File: src/rtl/pin_pkg.sv
// Shared types and key codes for the PIN entry path.
// pinPac_t is the bundle handed to update_master.pin_in.
package pin_pkg;

   typedef struct packed {
      logic       status;
      logic [3:0] digit1;
      logic [3:0] digit2;
      logic [3:0] digit3;
      logic [3:0] digit4;
   } pinPac_t;

   localparam logic [3:0] KEY_STAR      = 4'hA;
   localparam logic [3:0] KEY_HASH      = 4'hB;
   localparam logic [3:0] DIGIT_INVALID = 4'hF;

   localparam pinPac_t PIN_CLEAR = '{
      status: 1'b0,
      digit1: DIGIT_INVALID,
      digit2: DIGIT_INVALID,
      digit3: DIGIT_INVALID,
      digit4: DIGIT_INVALID
   };

   typedef enum logic [1:0] {
      S_IDLE,
      S_COLLECT,
      S_SUBMIT
   } state_t;

   function automatic logic is_digit(input logic [3:0] code);
      return code <= 4'd9;
   endfunction

endpackage

File: src/rtl/pin_idle_timer.sv
// Saturating idle counter for the PIN collector.
// Expires once the count reaches LIMIT-1; never wraps.
module pin_idle_timer #(
   parameter int unsigned LIMIT = 5000,
   parameter int unsigned W     = $clog2(LIMIT + 1)
) (
   input  logic clk,
   input  logic rst,
   input  logic i_clr,
   input  logic i_cnt_en,
   output logic o_expire
);

   logic [W-1:0] r_count;

   assign o_expire = (r_count >= W'(LIMIT - 1));

   // Count while enabled, hold at LIMIT, clear has priority.
   always_ff @(posedge clk or negedge rst) begin
      if (!rst) begin
         r_count <= '0;
      end else if (i_clr) begin
         r_count <= '0;
      end else if (i_cnt_en && (r_count != W'(LIMIT))) begin
         r_count <= r_count + W'(1);
      end
   end

endmodule

File: src/rtl/pin_entry_collector.sv
// Keypad digit collector: buffers up to four digits and
// emits a one-cycle submit pulse on '*' for update_master.
module pin_entry_collector
   import pin_pkg::*;
#(
   parameter int unsigned TIMEOUT_CYCLES = 5000,
   parameter int unsigned TIMER_W        = $clog2(TIMEOUT_CYCLES + 1)
) (
   input  logic       clk,
   input  logic       rst,
   input  logic       enable,
   input  logic       key_valid,
   input  logic [3:0] key_code,
   output pinPac_t    pin_out,
   output logic [2:0] digit_count,
   output logic       busy
);

   state_t     r_state;
   state_t     w_state_n;
   pinPac_t    r_pin;
   pinPac_t    w_pin_n;
   logic [2:0] r_cnt;
   logic [2:0] w_cnt_n;
   logic       r_busy;
   logic       w_accept;
   logic       w_expire;
   logic       w_digit;

   assign w_digit     = is_digit(key_code);
   assign pin_out     = r_pin;
   assign digit_count = r_cnt;
   assign busy        = r_busy;

   pin_idle_timer #(
      .LIMIT (TIMEOUT_CYCLES),
      .W     (TIMER_W)
   ) u_timer (
      .clk      (clk),
      .rst      (rst),
      .i_clr    (w_accept || (w_state_n != S_COLLECT)),
      .i_cnt_en (r_state == S_COLLECT),
      .o_expire (w_expire)
   );

   // State and registered outputs.
   always_ff @(posedge clk or negedge rst) begin
      if (!rst) begin
         r_state <= S_IDLE;
         r_pin   <= PIN_CLEAR;
         r_cnt   <= 3'd0;
         r_busy  <= 1'b0;
      end else begin
         r_state <= w_state_n;
         r_pin   <= w_pin_n;
         r_cnt   <= w_cnt_n;
         r_busy  <= (w_state_n == S_COLLECT);
      end
   end

   // Next state, next buffer contents and timer restart.
   always_comb begin
      w_state_n      = r_state;
      w_pin_n        = r_pin;
      w_pin_n.status = 1'b0;
      w_cnt_n        = r_cnt;
      w_accept       = 1'b0;
      if (!enable) begin
         w_state_n = S_IDLE;
         w_pin_n   = PIN_CLEAR;
         w_cnt_n   = 3'd0;
      end else begin
         case (r_state)
            S_IDLE: begin
               if (key_valid && w_digit) begin
                  w_pin_n        = PIN_CLEAR;
                  w_pin_n.digit1 = key_code;
                  w_cnt_n        = 3'd1;
                  w_state_n      = S_COLLECT;
               end else if (key_valid && key_code == KEY_STAR) begin
                  w_pin_n        = PIN_CLEAR;
                  w_pin_n.status = 1'b1;
                  w_state_n      = S_SUBMIT;
               end
            end
            S_COLLECT: begin
               if (key_valid && w_digit) begin
                  w_accept = 1'b1;
                  case (r_cnt)
                     3'd1:    w_pin_n.digit2 = key_code;
                     3'd2:    w_pin_n.digit3 = key_code;
                     3'd3:    w_pin_n.digit4 = key_code;
                     default: begin
                        w_pin_n.digit1 = r_pin.digit2;
                        w_pin_n.digit2 = r_pin.digit3;
                        w_pin_n.digit3 = r_pin.digit4;
                        w_pin_n.digit4 = key_code;
                     end
                  endcase
                  if (r_cnt < 3'd4) w_cnt_n = r_cnt + 3'd1;
               end else if (key_valid && key_code == KEY_HASH) begin
                  w_accept  = 1'b1;
                  w_pin_n   = PIN_CLEAR;
                  w_cnt_n   = 3'd0;
                  w_state_n = S_IDLE;
               end else if (key_valid && key_code == KEY_STAR) begin
                  w_accept       = 1'b1;
                  w_pin_n.status = 1'b1;
                  w_state_n      = S_SUBMIT;
               end else if (w_expire) begin
                  w_pin_n   = PIN_CLEAR;
                  w_cnt_n   = 3'd0;
                  w_state_n = S_IDLE;
               end
            end
            default: begin
               w_pin_n   = PIN_CLEAR;
               w_cnt_n   = 3'd0;
               w_state_n = S_IDLE;
            end
         endcase
      end
   end

endmodule
File: config.mk
export PLATFORM = sky130hd
export DESIGN_NAME = pin_entry_collector
export DESIGN_NICKNAME = d
export VERILOG_FILES = /design/src/rtl/pin_pkg.sv /design/src/rtl/pin_idle_timer.sv /design/src/rtl/pin_entry_collector.sv
export SDC_FILE = /design/constraint.sdc
export NUM_CORES = 1
export LEC_CHECK = 0
export ABC_AREA = 1
export CAP_MARGIN = 20
export CORE_MARGIN = 3
export CORE_UTILIZATION = 24
export CTS_CLUSTER_DIAMETER = 100
export DETAILED_ROUTE_END_ITERATION = 10
export DONT_BUFFER_PORTS = 1
export PLACE_DENSITY = 0.47
export SLEW_MARGIN = 20
export SYNTH_ARGS = -nofsm -noshare
export SYNTH_HDL_FRONTEND = slang
export SYNTH_SLANG_ARGS = --single-unit
File: constraint.sdc
create_clock -name clk -period 2.9 [get_ports clk]
set_clock_uncertainty 0.2 [all_clocks]
set_input_delay 0.29 -clock clk [delete_from_list [all_inputs] [get_ports clk]]
set_output_delay 0.29 -clock clk [all_outputs]
set_load 0.01 [all_outputs]
==> key figures <==
Floorplan
  • Core region area: around 9400 µm²
  • Boundary pin count: 29
  • Initial core utilization: 0.2516
  • Total Die Area: between 10000 and 15000 µm²
  • Chip Width: ~110 µm
  • Y dimension of the die: about 110 µm
  • Core Rows: 35

Flow run
  • Maxcap violations: 0

Logic synthesis
  • Count of mapped cells out of synthesis: 321
  • Post-synth EDFFs: 0
  • Post-synthesis compound-gate area fraction: 0.1109
  • Synth Area in Adders: 0.03170
  • Cell area after technology mapping: 2369 µm²
  • Post-synthesis area per instance: 7.379 µm²
  • Fraction of the yosys area taken by sequential cells: 0.3888
  • Share of synthesized cell area in and, or, nand and nor gates: 0.3571
  • Portion of netlist area occupied by mux cells: 0
  • Main combinational cell family by area after synthesis: simple AND/OR/NAND/NOR gates
  • Synthesis-stage register bit count: 36
  • Synth unique cells: 34
  • Cell type with the largest total area after synthesis: dfrtp_1
  • Post-Synth XOR/XNOR Area: 0.02958
  • Synth top area share: 0.2113
  • Cells taking the most area after synthesis: dfrtp_1 21%, dfstp_2 18%, nand2_1 15%
  • Syn. warnings: 0
  • Main flop type after synthesis: dfrtp_1
  • Syn Nets: ~340
  • Share of synthesized flip-flops with an asynchronous set or reset: 1.000

Placement
  • DPL Wire Length: ~4.3 mm
  • Count of input and output buffers: 0
  • Cell count after placement: roughly 440
  • Pre-CTS setup slack: 668.8 ps
  • Cell Area, Placed: 2475 µm²
  • Routability congestion estimate from global placement: between 0.8 and 0.9

Route
  • Vias: about 2000
  • ANT nets after route: 0
  • Total length of routed met3 wires: ~330 µm
  • Ratio of routed vias to standard cells: around 4.5
  • DRC marker count from the first detailed-route iteration: 79
  • DRC violation count after routing: 0
  • Uppermost metal layer occupied by signal nets: met4
  • Metal2 WL: between 2 and 3 mm
  • WL final: 5.744 mm
  • Average wire per standard cell: roughly 13 µm
  • Drt pass-1 iters: 4
  • Total routed wire length on the met1 layer: ~2.6 mm

Critical path
  • Depth of the worst register-to-register path: 11
  • Setup crit end kind: register
  • CP Capture Point: u_timer.r_count[12]
  • Startpoint-to-endpoint class of the critical path: reg2reg
  • Sort of element at the start of the critical path: register
  • Setup crit start: u_timer.r_count[0]
  • Endpoint of the worst register-to-register path: u_timer.r_count[12]
  • Source of the worst register-to-register timing path: u_timer.r_count[0]
  • Data arrival, critical path: roughly 2200 ps
  • Worst EP required: roughly 2900 ps
  • R2R setup slack: roughly 650 ps
  • Maximum fanout along the worst path: 12

Global routing
  • Global Route Usage Sum: 0.1108
  • Via count of the first global-routing pass: 2027
  • Largest net degree at the start of global routing: 37
  • Aggregate global routing overflow: 0
  • First-pass GRT wire length: slightly below 10 mm
  • Antenna violations before repair: 0

Worst hold path
  • Type of the tightest min-delay check: in2reg

Layout
  • N_diodes: 0
  • Final nets: approximately 340
  • Post-route insts no fill: around 450
  • Fraction of layout cells with a size suffix above 1: 0.1877
  • Post-route cell area: 2628 µm²
  • Final core utilization: 0.2791
  • Area growth from synthesis to final layout: 10.94%

STA
  • Total negative slack for setup checks: 0 ps
  • Count of final setup violators: 0
  • Final worst slack: ~650 ps
  • Post-layout min period: around 2200 ps
  • Share of the cycle needed by the critical path after routing: 0.7744
  • Max Freq: approximately 450 MHz
  • Least-Margin Pin Slew: between 400 and 500 ps
  • Worst hold slack after final layout: 31.02 ps
  • Final hold vios: 0
  • Worst relative slew slack: 0.6887
  • Setup repair after global routing missed its margin: no
  • Fin. max-slew vios: 0

CTS
  • CTS Buf Count: 5
  • Number of setup buffers added after CTS: 0
  • Clock transition time at the flip-flop clock pins of the worst setup and hold paths: around 70 ps
  • Worst-case clock buffer depth: 2
  • Insertion delay of the later-clocked pin in the worst-skew pair: roughly 290 ps
  • Number of levels in the clock H-tree: 2
  • Sinks on the clock net: 36
  • Cell at the root of the clock tree: clkbuf_8
  • TritonCTS clock tree: done

Outcome
  • Result of the run: complete, no violations

Power
  • Overall power: between 1 and 1.5 mW
  • Combinational Power Share: 0.176
  • Clock group share of total power: 0.304
  • Cell internal power dissipation: around 840 µW
  • Flop pwr share: 0.520
  • Switching Power: ~400 µW
  • Switching portion of total power: 0.3252
  • Pwr/cell area: around 470 nW/µm²
  • Worst supply voltage drop on vdd: 0.1434 mV
  • Total leakage power: around 1.2 nW
==> power groups by stage <==
stage                     clock, mW  combinational [mW]  sequential (mW)
after detailed placement          0               0.203            0.660
final                         0.378               0.219            0.648
after floorplan                   0               0.174            0.637
after global placement            0               0.203            0.659
after CTS                     0.397               0.223            0.651
after global routing          0.417               0.259            0.658
==> worst min path at each step <==
stage / slack [ps] / cells after the start / startpoint / to
2_1_floorplan: -210 / 0 / rst / busy
3_3_place_gp: -200 / 0 / rst / digit_count[2]
3_5_place_dp: -200 / 0 / rst / pin_out[16]
4_1_cts: 10 / 2 / key_code[1] / r_state[1]
5_1_grt: 40 / 2 / key_code[1] / r_state[1]
6_report: 30 / 2 / key_code[1] / r_state[1]
==> worst max-delay path, cell delays in order, from the launching register on <==
cell and delay, ps:
dfrtp_1 390, inv_1 80, ha_1 190, nand2_1 60, nor3_1 40, nand3_1 70, nand2_1 240, inv_1 380
nand3_1 150, nor2_1 140, xor2_1 150, nor2_1 50
==> synth_stat cells, types with 7 or more instances <==
library cell / count
nand2_1: 94
nor2_1: 27
o21ai_0: 26
inv_1: 25
dfrtp_1: 20
nand3_1: 18
dfstp_2: 16
nand4_1: 13
a21oi_1: 9
inv_2: 9
xor2_1: 7
==> placed cells by master (no fill, tap or decap), types with 7 or more instances in the layout <==
cell type	count
o21ai_0	26
nor2_1	27
dfstp_2	16
inv_2	9
xor2_1	7
nand2_1	94
inv_1	25
nand3_1	18
nand4_1	13
dfrtp_1	20
a21oi_1	9
==> cell type report <==
cell class                 count  area [µm²]
inverter                      36       138.9
sequential                    36       920.9
fill                        1029        6788
clock buffer                   6       82.58
timing repair buffer           5       60.06
clock inverter                 2       10.01
tap                          129       161.4
multi-input combinational    240        1254
==> cells by family (layout without fill, tap and decap cells) <==
kind of cell | Yosys count | in the layout
fa+ha+maj | 6 | 6
buf+inv | 45 | 49
flops | 36 | 36
xor+xnor | 8 | 8
compound gates | 47 | 47
simple gates | 179 | 179
==> registers in the layout (all words and copies together), names as in the netlist <==
register         count
busy                 1
u_timer.r_count     13
digit_count          3
r_state              2
pin_out             17
==> metal layers <==
metal  up-vias  GRT usage
met3        10    0.03062
met5         -          0
met1       936     0.1369
li1       1044          -
met4         0    0.03561
met2        49     0.1862
==> what timing repair did <==
item	in CTS	in global routing
resized for setup	0	0
endpoints found under the hold margin	39	0
hold buffers	5	0
(Power assumes the default switching activity.)
